===== src/rtl/spi_slave_rx.sv =====
// SPI peripheral receiver: oversamples sclk/mosi, assembles MSB-first bytes,
// hands them off over valid/ack, and shifts a response byte out on miso.
module spi_slave_rx #(
  parameter int unsigned IDLE_TIMEOUT = 16,
  parameter bit          SEQ_CHECK    = 1'b1
) (
  input  logic       clock,
  input  logic       reset,
  input  logic       sclk,
  input  logic       mosi,
  output logic       miso,
  input  logic [7:0] tx_data,
  output logic [7:0] rx_data,
  output logic       rx_valid,
  input  logic       rx_ack,
  output logic       overrun,
  output logic       frame_error,
  output logic       seq_error
);

  localparam int unsigned BYTE_W = 8;
  localparam int unsigned CNT_W  = 3;
  localparam int unsigned IDLE_W = 8;

  localparam logic [IDLE_W-1:0] IDLE_MAX = IDLE_W'(IDLE_TIMEOUT);
  localparam logic [IDLE_W-1:0] IDLE_THR = IDLE_W'(IDLE_TIMEOUT - 1);

  // Synchronizer and edge-detect state
  logic sclk_meta_q, sclk_meta_d;
  logic sclk_s_q,    sclk_s_d;
  logic sclk_dly_q,  sclk_dly_d;
  logic mosi_meta_q, mosi_meta_d;
  logic mosi_s_q,    mosi_s_d;

  // Receive / transmit datapath
  logic [BYTE_W-2:0] shift_q,    shift_d;
  logic [CNT_W-1:0]  bit_cnt_q,  bit_cnt_d;
  logic [IDLE_W-1:0] idle_cnt_q, idle_cnt_d;
  logic [BYTE_W-1:0] tx_shift_q, tx_shift_d;

  // Consumer-facing state
  logic [BYTE_W-1:0] rx_data_q,   rx_data_d;
  logic              rx_valid_q,  rx_valid_d;
  logic              overrun_q,   overrun_d;
  logic              frame_err_q, frame_err_d;
  logic              seq_err_q,   seq_err_d;
  logic              seq_armed_q, seq_armed_d;
  logic [BYTE_W-1:0] last_byte_q, last_byte_d;

  logic              rise_c;
  logic              fall_c;
  logic              byte_done_c;
  logic              timeout_c;
  logic              accept_c;
  logic [BYTE_W-1:0] byte_c;

  assign rise_c      = sclk_s_q & ~sclk_dly_q;
  assign fall_c      = ~sclk_s_q & sclk_dly_q;
  assign byte_done_c = rise_c && (bit_cnt_q == CNT_W'(7));
  assign byte_c      = {shift_q, mosi_s_q};
  // A rise on the threshold cycle keeps the frame alive
  assign timeout_c   = !rise_c && (idle_cnt_q == IDLE_THR) && (bit_cnt_q != '0);
  assign accept_c    = byte_done_c && (!rx_valid_q || rx_ack);

  // Next-state logic for synchronizers, framing, handshake and response shifter
  always_comb begin
    sclk_meta_d = sclk;
    sclk_s_d    = sclk_meta_q;
    sclk_dly_d  = sclk_s_q;
    mosi_meta_d = mosi;
    mosi_s_d    = mosi_meta_q;

    shift_d     = shift_q;
    bit_cnt_d   = bit_cnt_q;
    idle_cnt_d  = idle_cnt_q;
    tx_shift_d  = tx_shift_q;
    rx_data_d   = rx_data_q;
    rx_valid_d  = rx_valid_q;
    overrun_d   = overrun_q;
    frame_err_d = 1'b0;
    seq_err_d   = seq_err_q;
    seq_armed_d = seq_armed_q;
    last_byte_d = last_byte_q;

    // Bit capture and idle tracking
    if (rise_c) begin
      shift_d    = {shift_q[BYTE_W-3:0], mosi_s_q};
      bit_cnt_d  = bit_cnt_q + CNT_W'(1);
      idle_cnt_d = '0;
    end else begin
      if (idle_cnt_q != IDLE_MAX) begin
        idle_cnt_d = idle_cnt_q + IDLE_W'(1);
      end
      if (timeout_c) begin
        bit_cnt_d   = '0;
        frame_err_d = 1'b1;
      end
    end

    // Handshake: a completed byte loads only if the holding register is free
    if (byte_done_c) begin
      if (accept_c) begin
        rx_data_d  = byte_c;
        rx_valid_d = 1'b1;
      end else begin
        overrun_d = 1'b1;
      end
    end else if (rx_valid_q && rx_ack) begin
      rx_valid_d = 1'b0;
    end

    // Incrementing-sequence check on accepted bytes only
    if (accept_c) begin
      if (SEQ_CHECK && seq_armed_q && (byte_c != last_byte_q + BYTE_W'(1))) begin
        seq_err_d = 1'b1;
      end
      last_byte_d = byte_c;
      seq_armed_d = 1'b1;
    end

    // Response shifter: reload while idle at a byte boundary, shift on falling sclk
    if (timeout_c) begin
      tx_shift_d = tx_data;
    end else if (fall_c && (bit_cnt_q != '0)) begin
      tx_shift_d = {tx_shift_q[BYTE_W-2:0], 1'b0};
    end else if ((bit_cnt_q == '0) && !rise_c && !fall_c) begin
      tx_shift_d = tx_data;
    end
  end

  // State register with synchronous reset
  always_ff @(posedge clock) begin
    if (reset) begin
      sclk_meta_q <= 1'b0;
      sclk_s_q    <= 1'b0;
      sclk_dly_q  <= 1'b0;
      mosi_meta_q <= 1'b0;
      mosi_s_q    <= 1'b0;
      shift_q     <= '0;
      bit_cnt_q   <= '0;
      idle_cnt_q  <= '0;
      tx_shift_q  <= '0;
      rx_data_q   <= '0;
      rx_valid_q  <= 1'b0;
      overrun_q   <= 1'b0;
      frame_err_q <= 1'b0;
      seq_err_q   <= 1'b0;
      seq_armed_q <= 1'b0;
      last_byte_q <= '0;
    end else begin
      sclk_meta_q <= sclk_meta_d;
      sclk_s_q    <= sclk_s_d;
      sclk_dly_q  <= sclk_dly_d;
      mosi_meta_q <= mosi_meta_d;
      mosi_s_q    <= mosi_s_d;
      shift_q     <= shift_d;
      bit_cnt_q   <= bit_cnt_d;
      idle_cnt_q  <= idle_cnt_d;
      tx_shift_q  <= tx_shift_d;
      rx_data_q   <= rx_data_d;
      rx_valid_q  <= rx_valid_d;
      overrun_q   <= overrun_d;
      frame_err_q <= frame_err_d;
      seq_err_q   <= seq_err_d;
      seq_armed_q <= seq_armed_d;
      last_byte_q <= last_byte_d;
    end
  end

  assign miso        = tx_shift_q[BYTE_W-1];
  assign rx_data     = rx_data_q;
  assign rx_valid    = rx_valid_q;
  assign overrun     = overrun_q;
  assign frame_error = frame_err_q;
  assign seq_error   = seq_err_q;

endmodule


===== config.mk =====
export PLATFORM = sky130hd
export DESIGN_NAME = spi_slave_rx
export DESIGN_NICKNAME = d
export VERILOG_FILES = /design/src/rtl/spi_slave_rx.sv
export SDC_FILE = /design/constraint.sdc
export NUM_CORES = 1
export LEC_CHECK = 0
export ABC_CLOCK_PERIOD_IN_PS = 1880
export CAP_MARGIN = 20
export CORE_UTILIZATION = 45
export CTS_CLUSTER_DIAMETER = 40
export DETAILED_ROUTE_END_ITERATION = 10
export GPL_ROUTABILITY_DRIVEN = 1
export HOLD_SLACK_MARGIN = 0.05
export PLACE_DENSITY = 0.67
export SLEW_MARGIN = 30
export SYNTH_ARGS = -nofsm -noshare
export SYNTH_HDL_FRONTEND = slang
export SYNTH_SLANG_ARGS = --single-unit

===== constraint.sdc =====
create_clock -name clock -period 1.88 [get_ports clock]
set_input_delay 0.564 -clock clock [delete_from_list [all_inputs] [get_ports clock]]
set_output_delay 0.564 -clock clock [all_outputs]
set_load 0.1 [all_outputs]

; After elaboration in Yosys (flattened, before gate mapping)
; Cells that the tools add are included.
; Widths: inputs -> output; s select.
[op_classes]
n_addsub = 3
n_eq_ne = 5
muxes = 9
bitwise = 5
reduce_logical = 23
[op_table]
columns = cell, n
row1 = $mux 8, 3
row2 = $add 8x1->8 const B, 2
row3 = $logic_and 1x1->1, 9
row4 = $eq 8x4->1 const B, 1
row5 = $ne 8x5->1 const B, 1
row6 = $ne 8x8->1, 1
row7 = $reduce_and 2->1, 4
row8 = $mux 3, 2
row9 = $reduce_bool 3->1, 2
row10 = $mux 1, 4
row11 = $reduce_bool 2->1, 2
row12 = $add 3x1->3 const B, 1
row13 = $eq 3x3->1 const B, 1
row14 = $logic_not 1->1, 3
row15 = $logic_not 3->1, 1
row16 = $not 1->1, 3
row17 = $and 1x1->1, 2
row18 = $ne 2x1->1 const B, 1
row19 = $reduce_or 2->1, 1
row20 = $logic_or 1x1->1, 1
[word_totals]
register_bits = 52
input_bits = 13
output_inout_bits = 13
wordCells = 61

; Longest topological paths before layout
[logic_depth]
ltp_word = 8
ltp_mapped = 8
ltp_nobuf = 7

; Worst setup path after synthesis
; Ideal clock, no wire load.
[synth_path]
kind = reg2reg
start = reg rx_data[0] (netlist name)
end = reg seq_err_q, in the netlist seq_error
setup_ps = 135
arrival_time_ps = 2052
required_ps = 1745
path_slack_ps = -306
path_stages_with_launch = 7
n_path_buf = 1
synth_period_minus_slack_ps = 2186
cell_sequence = dfxtp_1 > and3_1 > clkbuf_1 > nand2_1 > a2111oi_0 > a211o_1 > a311oi_1
[synth_lines]
columns = item, line_no
row1 = "end signal, assigned", 164  ; seq_err_q <= seq_err_d;
row2 = "end, declared", 46  ; logic seq_err_q, seq_err_d;

; Final worst setup path
[layout_path]
start = reg idle_cnt_q[0]
end = reg tx_shift_q[1]
[layout_via]
elab_chain_len = 4
word_cells_on_any_way = 5
cone_classes = 1 x eq/ne / 1 x mux / 3 x reduce/logical
[layout_rtl]
columns = item, line_no
row1 = "start, declared", 38  ; logic [IDLE_W-1:0] idle_cnt_q, idle_cnt_d;
row2 = "start signal, assigned", 158  ; idle_cnt_q <= idle_cnt_d;
row3 = $eq 8x4->1 *, 62  ; assign timeout_c = !rise_c && (idle_cnt_q == IDLE_THR) && (bit_cnt_q != '0);
row4 = $logic_and 1x1->1 * (2 in a row), 62
row5 = $reduce_bool 3->1 (no line) or $mux 8 (tied branches), -
row6 = "end signal, assigned", 159  ; tx_shift_q <= tx_shift_d;
row7 = "end, declared", 39  ; logic [BYTE_W-1:0] tx_shift_q, tx_shift_d;
; Every way passes the cells marked *; elsewhere a longest branch is shown, timed or not.
; A chain may end at the register's enable or synchronous reset.

==> impl_metrics.py <==
metrics = {
    "worst_setup_path": {
        "path_delay_family": "simple AND/OR/NAND/NOR gates",
        "reg2reg_to": "tx_shift_q[1]$_SDFFE_PP0P_",
        "rrSetupSlack_ns": 0.09,
        "worstPathRequired_ns": 2.08,
        "worstSetupPathType": "reg2reg",
        "arrival_ns": 1.99,
        "path_max_fanout": 16,
        "crit_path_max_incr_delay_ns": 0.38,
        "crit_buf_inv": 1,
        "r2r_cells": 7,
        "critPathSlowestCell": "or3_1",
        "worstSetupEndpointType": "flop",
        "crit_path_start_kind": "flop",
        "timing.rr.start": "idle_cnt_q[0]$_SDFFE_PP0P_",
        "crit_chain": "ha_2 -> nand3_1 -> or3_1 -> buf_6 -> nand2_4 -> o21ai_4 -> a221oi_1",
    },
    "min_path": {
        "hold_path.class": "reg2reg",
        "hp-start": "sclk_meta_q$_SDFF_PP0_",
        "hold_end": "sclk_dly_d$_SDFF_PP0_",
        "hold_depth": 1,
    },
    "pwr": {
        "peakVddDrop_mv": 0.3927,
        "p_leak_uw": 0.001067,
        "p_per_area_nw_per_um2": 669.2,
    },
    "logic_synthesis": {
        "ys_seq_elements": 44,
        "ys_types": 43,
        "synthArstFlopShare_pct": 0,
        "dominantRegCellSynth": "dfxtp_1",
        "syn_inst": 255,
        "yosysSeqAreaShare_pct": 40.84,
        "syn_avg_cell_area_um2": 8.459,
        "syn_area_um2": 2157,
        "synth_warnings": 0,
        "synth_fp_nets": 274,
        "synth_edf_count": 0,
    },
    "timing": {
        "setup_slack_ns": 0.09395,
        "finalCritPeriodShare_pct": 95.00,
        "rsz0062_at_grt": "false",
        "finalHoldViolations": 0,
        "slew_violations": 0,
        "max_freq_mhz": 559.9,
        "setup_viol_count_final": 0,
        "slew_headroom_pct": 75.19,
        "min_period_ns": 1.786,
        "hold_ws_ns": 0.4405,
        "fin_skew_ns": 0.002498,
        "worst_pin_slew_ns": 0.3628,
    },
    "global_routing": {
        "grtUsageTotal_pct": 17.06,
        "grt_pass1_wl_um": 6906,
        "grt_antenna_before_repair": 0,
        "grt_start_max_net_pins": 23,
        "grt_pass1_vias": 1509,
        "grt-ovfl-total": 0,
    },
    "clock_network": {
        "cts_num_sinks": 44,
        "cts_buffers": 5,
        "root_buffer": "clkbuf_8",
        "clockBufferDepth": 2,
        "cts_tree": "yes",
        "insertion_delay_ns": 0.29,
        "cts.htree.levels": 2,
        "postCtsSetupBuffers": 0,
        "clk_pin_slew_ns": 0.08,
    },
    "drt": {
        "routed-via-count": 1725,
        "drc": 1,
        "drt_first_pass_iters": 7,
        "ant_nets": 0,
        "post_drt_wl_per_cell_um": 12.01,
        "drt_iter0_markers": 103,
        "via_per_inst": 5.059,
        "wirelength_um": 4097,
    },
    "run_status": {
        "status": "complete, but fails checks",
        "violations": "DRC",
    },
    "floorplan": {
        "start_util_pct": 48.21,
        "die-width_um": 71.24,
        "rows": 24,
        "die_area_um2": 5074,
        "die_height_um": 71.24,
        "core_area_um2": 4474,
        "ioPinCount": 26,
    },
    "placement": {
        "dpl.hpwl_um": 2881,
        "dp_worst_setup_slack_ns": -0.03244,
        "routabilityCongestion": 0.7997,
        "port_buffers": 25,
    },
    "final_layout": {
        "drive_above_1_share_pct": 20.07,
        "syn_to_final_growth_pct": 28.65,
        "final_nets": 309,
        "n_antenna_cell": 0,
    },
    "run": {
        "drv_cap": 0,
    },
}
registers in the layout, indices dropped and copies added (netlist names):
register	cells
last_byte_q	1
bit_cnt_q	3
mosi_s_q	1
sclk_dly_d	1
seq_error	1
seq_armed_q	1
shift_q	7
rx_valid	1
rx_data	7
overrun	1
tx_shift_q	8
idle_cnt_q	8
sclk_dly_q	1
frame_error	1
mosi_meta_q	1
sclk_meta_q	1
worst max path at each step:
stage	start	endpoint	slack (ns)	cells after the start
detailed placement	rx_ack	seq_error$_SDFFE_PP0P_	-0.03	5
finish	idle_cnt_q[0]$_SDFFE_PP0P_	tx_shift_q[1]$_SDFFE_PP0P_	0.09	7
floorplan	rx_data[5]$_SDFFE_PP0P_	seq_error$_SDFFE_PP0P_	0.001	4
global route	idle_cnt_q[0]$_SDFFE_PP0P_	tx_shift_q[2]$_SDFFE_PP0P_	0.0009	7
global placement	rx_ack	seq_error$_SDFFE_PP0P_	0.02	5
CTS	idle_cnt_q[0]$_SDFFE_PP0P_	tx_shift_q[1]$_SDFFE_PP0P_	0.05	7
routing by layer:
metal	routed length, µm	part of all wire, %	GRT usage [%]
met5	0	0	0
met4	29	0.71	6.667
met2	1725	42	24.55
met3	129	3.1	4.219
met1	2212	54	24.53
kinds of logic (layout without fill, tap and decap cells):
kind of cell / count (synthesis) / count (layout) / synth area share, %
AND/OR/NAND/NOR: 94 / 94 / 21.75
AO/OA/AOI/OAI: 54 / 54 / 16.36
flip-flops: 44 / 44 / 40.84
buffers and inverters: 32 / 66 / 6.902
XOR/XNOR: 16 / 16 / 6.496
multiplexers: 9 / 9 / 4.177
adder cells (fa/ha/maj): 6 / 6 / 3.480
timing repair:
| item | 4_1_cts | 5_1_grt |
|---|---|---|
| setup endpoints to repair | 0 | 7 |
| resized for setup | 0 | 7 |
| hold buffers | 0 | 0 |
through the flow:
step	TNS [ns]	area [µm²]	utilization, %	std cells	total power (µW)
finish	0	2775	62.02	341	1857
global route	0	2775	62.02	341	1935
CTS	0	2746	61.38	341	1866
detailed placement	-0.03244	2648	59.17	335	1193
global placement	0	2648	59.17	335	1191
floorplan	0	2163	-	255	1117
worst register-to-register path, stage by stage (launching register included):
cell and delay [ns]:
dfxtp_1 0.36, ha_2 0.20, nand3_1 0.11, or3_1 0.38, buf_6 0.17, nand2_4 0.08, o21ai_4 0.11, a221oi_1 0.29
power by group:
part	switching (µW)	leakage, µW	total [µW]	internal [µW]
Sequential	14.6	0.000361	974	960
Combinational	108	0.000656	201	93.2
Clock	300	0.0000501	682	381
synthesized netlist by cell type (all sizes together) (6+ instances only):
master / instances / area (µm²)
ha: 6 / 75.07
a21oi: 22 / 110.1
nor2b: 8 / 50.05
nor2: 27 / 108.9
inv: 20 / 75.07
nand3: 13 / 75.07
o21ai: 17 / 103.9
mux2i: 9 / 90.09
a221oi: 7 / 73.82
xor2: 6 / 52.55
nand2: 27 / 108.9
dfxtp: 44 / 880.8
xnor2: 10 / 87.58
clkbuf: 9 / 47.55
area by class of cell:
cell class	instances	area [µm²]
fill	386	1699
multi-input combinational	179	1152
sequential	44	887.1
timing repair buffer	40	496.7
inverter	20	75.07
clock buffer	5	68.82
tap	52	65.06
clock inverter	1	30.03
cell usage in the layout (no fill, tap or decap), drive strengths merged, types with 4 or more instances in the layout:
| cell | Yosys | layout |
|---|---|---|
| nand2 | 27 | 27 |
| nor3 | 4 | 4 |
| nor2b | 8 | 8 |
| a21oi | 22 | 22 |
| clkbuf | 9 | 5 |
| inv | 20 | 20 |
| buf | 3 | 28 |
| nand3 | 13 | 13 |
| xor2 | 6 | 6 |
| clkdlybuf4s50 | 0 | 12 |
| o21ai | 17 | 17 |
| nor2 | 27 | 27 |
| a221oi | 7 | 7 |
| mux2i | 9 | 9 |
| xnor2 | 10 | 10 |
| dfxtp | 44 | 44 |
| ha | 6 | 6 |
Note: power is estimated with default switching activity, not from simulation.
